**config.mk**
```make
export PLATFORM = sky130hd
export DESIGN_NAME = axi4_mem_slave_ctrl
export DESIGN_NICKNAME = d
export VERILOG_FILES = /design/src/rtl/axi4_mem_slave_ctrl.sv
export SDC_FILE = /design/constraint.sdc
export NUM_CORES = 1
export LEC_CHECK = 0
export ABC_AREA = 1
export CAP_MARGIN = 10
export CORE_MARGIN = 5
export CORE_UTILIZATION = 35
export DETAILED_ROUTE_END_ITERATION = 6
export PLACE_DENSITY = 0.78
export RECOVER_POWER = 100
export SYNTH_ARGS = -nofsm -noshare
export SYNTH_HDL_FRONTEND = slang
export SYNTH_SLANG_ARGS = --single-unit
export TNS_END_PERCENT = 5
```
**constraint.sdc**
```tcl
create_clock -name clk -period 1.7 [get_ports clk]
set_clock_uncertainty 0.15 [all_clocks]
set_input_delay 0.17 -clock clk [delete_from_list [all_inputs] [get_ports clk]]
set_output_delay 0.17 -clock clk [all_outputs]
set_load 0.02 [all_outputs]
```
**src/rtl/axi4_mem_slave_ctrl.sv**
```systemverilog
// rtl/axi4_mem_slave_ctrl.sv - AXI4 slave front-end serialising bursts onto a single-port memory
//
// Ports:
//   clk, rst_n                     clock, synchronous active-low reset
//   aw*/w*/b*                      AXI4 write address, write data and write response channels
//   ar*/r*                         AXI4 read address and read data channels
//   mem_en/mem_we/mem_addr/mem_wdata/mem_rdata
//                                  single-port memory, 1-cycle read latency
module axi4_mem_slave_ctrl #(
    parameter int DATA_WIDTH     = 32,
    parameter int ADDR_WIDTH     = 10,
    parameter int DEPTH          = 1024,
    parameter int AXI_ADDR_WIDTH = ADDR_WIDTH + 2,
    parameter int ID_WIDTH       = 4
) (
    input  logic                      clk,
    input  logic                      rst_n,
    input  logic [ID_WIDTH-1:0]       awid,
    input  logic [AXI_ADDR_WIDTH-1:0] awaddr,
    input  logic [7:0]                awlen,
    input  logic [1:0]                awburst,
    input  logic                      awvalid,
    output logic                      awready,
    input  logic [DATA_WIDTH-1:0]     wdata,
    input  logic [DATA_WIDTH/8-1:0]   wstrb,
    input  logic                      wlast,
    input  logic                      wvalid,
    output logic                      wready,
    output logic [ID_WIDTH-1:0]       bid,
    output logic [1:0]                bresp,
    output logic                      bvalid,
    input  logic                      bready,
    input  logic [ID_WIDTH-1:0]       arid,
    input  logic [AXI_ADDR_WIDTH-1:0] araddr,
    input  logic [7:0]                arlen,
    input  logic [1:0]                arburst,
    input  logic                      arvalid,
    output logic                      arready,
    output logic [ID_WIDTH-1:0]       rid,
    output logic [DATA_WIDTH-1:0]     rdata,
    output logic [1:0]                rresp,
    output logic                      rlast,
    output logic                      rvalid,
    input  logic                      rready,
    output logic                      mem_en,
    output logic                      mem_we,
    output logic [ADDR_WIDTH-1:0]     mem_addr,
    output logic [DATA_WIDTH-1:0]     mem_wdata,
    input  logic [DATA_WIDTH-1:0]     mem_rdata
);

    localparam logic [2:0] S_IDLE     = 3'd0;
    localparam logic [2:0] S_WR_DATA  = 3'd1;
    localparam logic [2:0] S_WR_RESP  = 3'd2;
    localparam logic [2:0] S_RD_ISSUE = 3'd3;
    localparam logic [2:0] S_RD_CAPT  = 3'd4;
    localparam logic [2:0] S_RD_DATA  = 3'd5;

    localparam logic [ADDR_WIDTH:0] LP_DEPTH = (ADDR_WIDTH+1)'(DEPTH);
    localparam logic [ADDR_WIDTH:0] LP_ONE   = (ADDR_WIDTH+1)'(1);

    logic [2:0]            r_state;
    logic                  r_last_grant_rd;
    logic [ID_WIDTH-1:0]   r_id;
    logic [7:0]            r_len;
    logic [7:0]            r_cnt;
    logic [1:0]            r_burst;
    // One extra bit so an INCR burst running past the top is seen as out of range, not wrapped.
    logic [ADDR_WIDTH:0]   r_idx;
    logic                  r_err;
    logic [DATA_WIDTH-1:0] r_rdata;
    logic [1:0]            r_rresp;
    logic                  r_rlast;

    logic                  w_grant_wr;
    logic                  w_aw_hs;
    logic                  w_ar_hs;
    logic                  w_legal;
    logic                  w_last_beat;
    logic                  w_w_hs;
    logic                  w_wr_ok;
    logic [ADDR_WIDTH:0]   w_next_idx;
    logic                  w_unused_addr_lsbs;

    // Write wins unless the previous grant was also a write and a read is waiting.
    assign w_grant_wr  = awvalid & (~arvalid | r_last_grant_rd);
    assign w_aw_hs     = (r_state == S_IDLE) & w_grant_wr;
    assign w_ar_hs     = (r_state == S_IDLE) & ~w_grant_wr & arvalid;
    assign w_legal     = (r_idx < LP_DEPTH) & ~r_burst[1];
    assign w_last_beat = (r_cnt == r_len);
    assign w_w_hs      = (r_state == S_WR_DATA) & wvalid;
    assign w_wr_ok     = w_legal & (&wstrb);
    assign w_next_idx  = (r_burst == 2'b01) ? r_idx + LP_ONE : r_idx;

    assign w_unused_addr_lsbs = ^{awaddr[1:0], araddr[1:0]};

    always_comb begin
        awready   = w_aw_hs;
        arready   = w_ar_hs;
        wready    = (r_state == S_WR_DATA);
        bvalid    = (r_state == S_WR_RESP);
        bid       = r_id;
        bresp     = r_err ? 2'b10 : 2'b00;
        rvalid    = (r_state == S_RD_DATA);
        rid       = r_id;
        rdata     = r_rdata;
        rresp     = r_rresp;
        rlast     = r_rlast;
        mem_en    = 1'b0;
        mem_we    = 1'b0;
        mem_addr  = '0;
        mem_wdata = '0;
        if (w_w_hs) begin
            // Every accepted write beat enables the memory; only clean beats actually write.
            mem_en    = 1'b1;
            mem_we    = w_wr_ok;
            mem_addr  = r_idx[ADDR_WIDTH-1:0];
            mem_wdata = wdata;
        end else if ((r_state == S_RD_ISSUE) && w_legal) begin
            mem_en   = 1'b1;
            mem_addr = r_idx[ADDR_WIDTH-1:0];
        end
    end

    always_ff @(posedge clk) begin
        if (!rst_n) begin
            r_state         <= S_IDLE;
            r_last_grant_rd <= 1'b1;
            r_id            <= '0;
            r_len           <= '0;
            r_cnt           <= '0;
            r_burst         <= '0;
            r_idx           <= '0;
            r_err           <= 1'b0;
            r_rdata         <= '0;
            r_rresp         <= '0;
            r_rlast         <= 1'b0;
        end else begin
            case (r_state)
                S_IDLE: begin
                    if (w_aw_hs) begin
                        r_id            <= awid;
                        r_len           <= awlen;
                        r_burst         <= awburst;
                        r_idx           <= (ADDR_WIDTH+1)'(awaddr[AXI_ADDR_WIDTH-1:2]);
                        r_cnt           <= '0;
                        r_err           <= 1'b0;
                        r_last_grant_rd <= 1'b0;
                        r_state         <= S_WR_DATA;
                    end else if (w_ar_hs) begin
                        r_id            <= arid;
                        r_len           <= arlen;
                        r_burst         <= arburst;
                        r_idx           <= (ADDR_WIDTH+1)'(araddr[AXI_ADDR_WIDTH-1:2]);
                        r_cnt           <= '0;
                        r_err           <= 1'b0;
                        r_last_grant_rd <= 1'b1;
                        r_state         <= S_RD_ISSUE;
                    end
                end
                S_WR_DATA: begin
                    if (wvalid) begin
                        if (!w_wr_ok || (wlast != w_last_beat)) begin
                            r_err <= 1'b1;
                        end
                        r_idx <= w_next_idx;
                        r_cnt <= r_cnt + 8'd1;
                        if (w_last_beat) begin
                            r_state <= S_WR_RESP;
                        end
                    end
                end
                S_WR_RESP: begin
                    if (bready) begin
                        r_state <= S_IDLE;
                    end
                end
                S_RD_ISSUE: begin
                    r_state <= S_RD_CAPT;
                end
                S_RD_CAPT: begin
                    // mem_rdata is valid here, one cycle after the RD_ISSUE enable.
                    r_rdata <= w_legal ? mem_rdata : '0;
                    r_rresp <= w_legal ? 2'b00 : 2'b10;
                    r_rlast <= w_last_beat;
                    r_state <= S_RD_DATA;
                end
                S_RD_DATA: begin
                    if (rready) begin
                        if (r_rlast) begin
                            r_state <= S_IDLE;
                        end else begin
                            r_idx   <= w_next_idx;
                            r_cnt   <= r_cnt + 8'd1;
                            r_state <= S_RD_ISSUE;
                        end
                    end
                end
                default: begin
                    r_state <= S_IDLE;
                end
            endcase
        end
    end

endmodule

```
==> metrics.yaml, run 1 <==
outcome:
  status: "finished with violations"
  violations: "setup timing"
sta:
  min_period_ns: 1.86
  rsz0062_at_grt: "yes"
  final-setup-viol-count: 70
  setup_slack_ns: -0.162
  finalHoldViolCount: 0
  period_share: 1.10
  drv_slew: 0
  fmax_mhz: 537
clock_network:
  cts_buffers: 9
  cts_tree: "done"
  worstSkewPairLatency_ns: 0.35
  hold_buffers: 0
  clk_pin_slew_ns: 0.08
  htreeDepth: 3
  cts_max_path_buffers: 2
  cts_sinks: 72
  cts-root-buf: "clkbuf_8"
synthesis:
  syn_avg_cell_area_um2: 6.34
  yosys_register_bits: 72
  synth.distinct_cells: 31
  synthesis.area_um2: 3860
  syn_inst: 609
  yosys_warnings: 0
  ys_seq_area_frac: 0.374
finish:
  final_nets: 996
  multi_input_comb_area_um2: 2180
  layoutNonFillerInstCount: 1011
  drive_gt1_frac: 0.223
  postLayoutCellArea_um2: 6870
  ff_latch_area_um2: 1450
  fillers: 1015
  antennaDiodeCount: 0
  area_growth_pct: 78.0
grt:
  grt_pass1_vias: 4395
  grt_first_pass_wirelength_um: 21200
  grt_use_total: 0.198
  grt_max_degree: 35
  antenna_found_initial: 0
  grt-ovfl-total: 0
placed_design:
  hpwl_um: 10200
  dpl_cell_area_um2: 6530
  dp_slack_ns: -0.394
  placed_cells: 982
  io_buffer_count: 215
  gp_congestion: 0.866
power_and_ir_drop:
  leakage_nw: 2.93
  pwr_density_cell_nw_per_um2: 1310
  ir_drop_v: 0.000911
worst_setup_path:
  timing.rr.end: "r_idx[0]$_SDFFE_PN0P_"
  reg2reg_slack_ns: -0.09
  path_max_fanout: 5
  rr_startpoint: "r_state[0]$_SDFFE_PN0P_"
  cp-end-kind: "output pin"
  critPathRequiredTime_ns: 1.38
  start_kind: "flop"
  path_class: "flop to output pin"
  crit_arrival_ns: 1.54
  rr_worst_depth: 10
detailed_routing:
  wl_um: 13800
  vias: 4670
  antenna_left: 0
  drcViolationCount: 0
  detail_route.wl_per_cell_um: 13.6
  drt-initial-drc-count: 243
  vias_per_cell: 4.62
  dr.pass1.iters: 4
floorplan:
  die_h_um: 115
  coreArea_um2: 10800
  io_pins: 222
  start_util: 0.356
  dieArea_um2: 13200
  die_w_um: 115
  rows: 38
hold_path:
  hold_path.class: "input port to flop"
  hold_depth: 3
  min-delay-start: "mem_rdata[27]"
  worstHoldEndpoint: "rdata[27]$_SDFFE_PN0P_"
run:
  maxCapViolCount: 0
through the flow:
| stage | hold WS [ns] | setup TNS [ns] | power (W) | utilization |
|---|---|---|---|---|
| final | 0.212 | -5.41 | 0.00903 | 0.633 |
| after global routing | 0.187 | -16.81 | 0.00968 | 0.633 |
| after CTS | 0.197 | -5.41 | 0.00855 | 0.622 |
| after detailed placement | 0.305 | -16.67 | 0.00699 | 0.602 |
| after global placement | 0.301 | -15.21 | 0.00695 | 0.602 |
| after floorplan | 0.158 | -0.0965 | 0.00500 | - |
routing by layer:
layer	wire (um)	global-route usage
met5	0	0
met4	201	0.0446
met3	1090	0.0684
met2	7070	0.346
met1	5430	0.233
synthesized netlist by cell type:
cell / count / area share
o21ai_2: 1 / 0.0023
nor2_1: 95 / 0.092
inv_2: 3 / 0.0029
clkinv_1: 2 / 0.0019
dfxtp_1: 72 / 0.37
nand2_4: 2 / 0.0058
xnor2_1: 5 / 0.011
nor3_1: 13 / 0.017
buf_2: 7 / 0.0091
a21oi_1: 63 / 0.082
o21ai_0: 38 / 0.049
nand3_1: 14 / 0.018
nor3_4: 1 / 0.0042
nand4_1: 6 / 0.0097
conb_1: 1 / 0.00097
nor2_2: 5 / 0.0081
xor2_1: 3 / 0.0068
nand2_2: 4 / 0.0065
clkinv_2: 1 / 0.0013
ha_1: 2 / 0.0065
buf_4: 7 / 0.014
a31oi_1: 1 / 0.0016
or2_2: 3 / 0.0049
nand2_1: 143 / 0.14
nor2_4: 1 / 0.0029
clkbuf_1: 17 / 0.017
buf_6: 2 / 0.0058
nor3_2: 1 / 0.0026
inv_1: 76 / 0.074
o21ai_1: 9 / 0.012
o22ai_1: 11 / 0.018
worst max path at each step:
stage	from	end	slack [ns]	depth (start not counted)
floorplan	r_state[0]$_SDFFE_PN0P_	mem_addr[0]	-0.01	6
global placement	wvalid	mem_addr[2]	-0.35	6
detailed placement	wvalid	mem_addr[4]	-0.39	6
CTS	r_state[1]$_SDFFE_PN0P_	mem_addr[4]	-0.16	7
global route	r_state[1]$_SDFFE_PN0P_	mem_addr[4]	-0.25	7
finish	r_state[1]$_SDFFE_PN0P_	mem_addr[4]	-0.16	7
kinds of logic (layout without fill, tap and decap cells):
kind of cell,count (synthesis),count (layout),synth area share
buf+inv,115,376,0.125
compound gates,123,123,0.164
simple gates,288,288,0.311
fa+ha+maj,2,2,0.00648
xor+xnor,8,8,0.0182
other cells,1,2,0.000972
flops,72,72,0.374
worst max-delay path, stage by stage (launching register included):
cell and delay [ns]:
dfxtp_2 0.34, inv_2 0.06, nor3_2 0.18, nand2_1 0.14
nand2_4 0.16, clkinv_8 0.10, nor2_4 0.09, buf_6 0.12
report_power, final:
group | internal, W | switching, W
registers | 0.00204 | 0.000242
logic | 0.00233 | 0.00296
clock network | 0.000736 | 0.000720
cell usage in the layout, fill, tap and decap left out, drive strengths merged, types with 2 or more instances in the layout:
cell type      synthesis  layout
clkinv                 3       5
o22ai                 11      11
a21oi                 63      63
nor3                  15      15
or2                    3       3
o21ai                 48      48
conb                   1       2
nor2                 101     101
nand2                149     149
nand3                 14      14
nand4                  6       6
clkbuf                17      29
buf                   16     110
dfxtp                 72      72
xor2                   3       3
xnor2                  5       5
ha                     2       2
clkdlybuf4s50          0     147
inv                   79      82
sequential cells by signal, indices dropped and copies added, names as in the netlist:
name and cells:
r_idx 11, r_last_grant_rd 1, r_cnt 8, r_burst 2
bid 4, rdata 32, rlast 1, rresp 1
r_state 3, r_err 1, r_len 8
area by class of cell:
cell class	count	area share
sequential	72	0.211
multi-input combinational	423	0.318
timing repair inverter	1	0.00237
inverter	82	0.0468
clock buffer	10	0.0200
timing repair buffer	277	0.366
tap	140	0.0255
clock inverter	6	0.0106
what timing repair did:
action	in CTS	in global routing
setup endpoints to repair	79	127
cloned	1	0
pin swaps	4	14
setup buffers	2	10
hold endpoints to repair	0	0
gates resized for setup	261	85
(Power assumes the default switching activity.)
==> inputs of run 2 (changes only) <==
--- a/config.mk
+++ b/config.mk
@@ -10,6 +10,7 @@
 export CORE_MARGIN = 5
 export CORE_UTILIZATION = 35
 export DETAILED_ROUTE_END_ITERATION = 6
+export GPL_TIMING_DRIVEN = 0
 export PLACE_DENSITY = 0.78
 export RECOVER_POWER = 100
 export SYNTH_ARGS = -nofsm -noshare
==> metrics.yaml, run 2 (synthesis gave the netlist of run 1 again) <==
outcome:
  status: "finished with violations"
  violations: "setup timing"
power_and_ir_drop:
  ir_drop_v: 0.000639
  pwr_density_cell_nw_per_um2: 1230
  leakage_nw: 2.78
hold_path:
  min-delay-start: "mem_rdata[9]"
  hold_path.class: "input port to flop"
  hold_depth: 3
  worstHoldEndpoint: "rdata[9]$_SDFFE_PN0P_"
floorplan:
  dieArea_um2: 13200
  die_h_um: 115
  io_pins: 222
  rows: 38
  die_w_um: 115
  start_util: 0.356
  coreArea_um2: 10800
grt:
  grt_first_pass_wirelength_um: 21800
  grt-ovfl-total: 0
  antenna_found_initial: 0
  grt.busiest_layer: "met2"
  met2_usage: 0.357
  globalRouteMet3Util: 0.0626
  grt_pass1_vias: 4522
  grt_max_degree: 14
  gr-usage-met1: 0.236
  grt_use_total: 0.205
clock_network:
  htreeDepth: 3
  cts_max_path_buffers: 2
  cts_sinks: 72
  cts_tree: "done"
  clk_pin_slew_ns: 0.09
  cts-root-buf: "clkbuf_8"
  cts_buffers: 9
  worstSkewPairLatency_ns: 0.36
worst_setup_path:
  rr_startpoint: "r_state[1]$_SDFFE_PN0P_"
  rr_worst_depth: 11
  worstSetupStartpoint: "r_state[1]$_SDFFE_PN0P_"
  crit_arrival_ns: 1.61
  path_class: "flop to output pin"
  start_kind: "flop"
  reg2reg_slack_ns: -0.14
  path_max_fanout: 10
  cp-end-kind: "output pin"
  critPathMaxStageDelay_ns: 0.35
  critPathSlowestCell: "dfxtp_2"
  path_cells: "nor2_2 > nand2_4 > nor2_4 > buf_4 > clkdlybuf4s15_2"
  timing.rr.end: "r_idx[7]$_SDFFE_PN0P_"
  critPathRequiredTime_ns: 1.38
sta:
  final-setup-viol-count: 96
  tightest_slew_ns: 0.557
  fmax_mhz: 519
  drv_slew: 0
  finalHoldViolCount: 0
  holdWs_ns: 0.215
  relSlewSlack: 0.629
  fin_tns_setup_ns: -12.46
  min_period_ns: 1.93
  setup_slack_ns: -0.226
  rsz0062_at_grt: "yes"
  period_share: 1.13
run:
  maxCapViolCount: 0
detailed_routing:
  dr.pass1.iters: 4
  detail_route.wl_per_cell_um: 14.4
  drcViolationCount: 0
  wl_um: 14200
  antenna_left: 0
  vias_per_cell: 4.72
  drt-initial-drc-count: 305
  vias: 4675
finish:
  largest_register_ffs: 32
  antennaDiodeCount: 0
  area_growth_pct: 75.4
  drive_gt1_frac: 0.196
  fillers: 979
  final_cell_mix: "157 x clkdlybuf4s50_1, 140 x nand2_1, 74 x inv_1"
  final_common_cell: "clkdlybuf4s50_1"
  fin_util: 0.624
  final_nets: 976
placed_design:
  hpwl_um: 10600
  gp_congestion: 0.847
  io_buffer_count: 215
==> run 2: changes by cell type in the layout (fill, tap and decap cells not counted), sizes merged, moves of 2 or more <==
| cell | change |
|---|---|
| clkdlybuf4s50 | +10 |
| inv | -2 |
| buf | -40 |
| clkbuf | +6 |
| clkinvlp | +3 |
==> run 2: stage by stage <==
step / cell area, um^2 / worst slack (ns) / instances / total power, W
2_1_floorplan: 3970 / -0.00965 / 610 / 0.00500
3_3_place_gp: 6290 / -0.650 / 965 / 0.00653
3_5_place_dp: 6290 / -0.647 / 965 / 0.00657
4_1_cts: 6680 / -0.256 / 991 / 0.00829
5_1_grt: 6770 / -0.360 / 991 / 0.00896
6_report: 6770 / -0.226 / 991 / 0.00835
==> run 2: area by class of cell <==
class | instances | area [um^2] | share of cell area
multi-input combinational | 424 | 2220 | 0.329
timing repair buffer | 223 | 2160 | 0.319
sequential | 72 | 1450 | 0.214
inverter | 82 | 327 | 0.0483
buffer | 33 | 221 | 0.0327
tap | 140 | 175 | 0.0259
clock buffer | 10 | 128 | 0.0189
clock inverter | 6 | 68.8 | 0.0102
timing repair inverter | 1 | 16.3 | 0.00240
==> run 2: what timing repair did <==
item                       4_1_cts  5_1_grt
resized for setup              308       48
buffers inserted                 5        0
cloned                           5        0
hold buffers                     0        0
setup endpoints to repair      120      117
pin swaps                       11        5
==> run 2: worst max-delay path by stage <==
stage / slack [ns] / to / cells after the start
global placement: -0.65 / mem_addr[3] / 6
detailed placement: -0.65 / mem_addr[3] / 7
finish: -0.23 / awready / 5
CTS: -0.26 / mem_addr[2] / 8
global route: -0.36 / mem_wdata[6] / 7
floorplan: -0.01 / mem_addr[0] / 6
==> run 2: critical path, delay by kind of cell, from the launching register on <==
family        cells  cell delay, ns
flops             1            0.35
buf+inv           2            0.45
simple gates      3            0.45
==> run 2: metal layers <==
metal | routed length, um | part of all wire
met1 | 5590 | 0.39
met2 | 6990 | 0.49
met3 | 1250 | 0.087
met4 | 399 | 0.028
met5 | 0 | 0
==> run 2: where the power goes <==
part           switching, W  total (W)  leakage [nW]  internal [W]
logic               0.00281    0.00464          2.10       0.00183
registers          0.000297    0.00233         0.588       0.00204
clock network      0.000702    0.00139        0.0851      0.000683
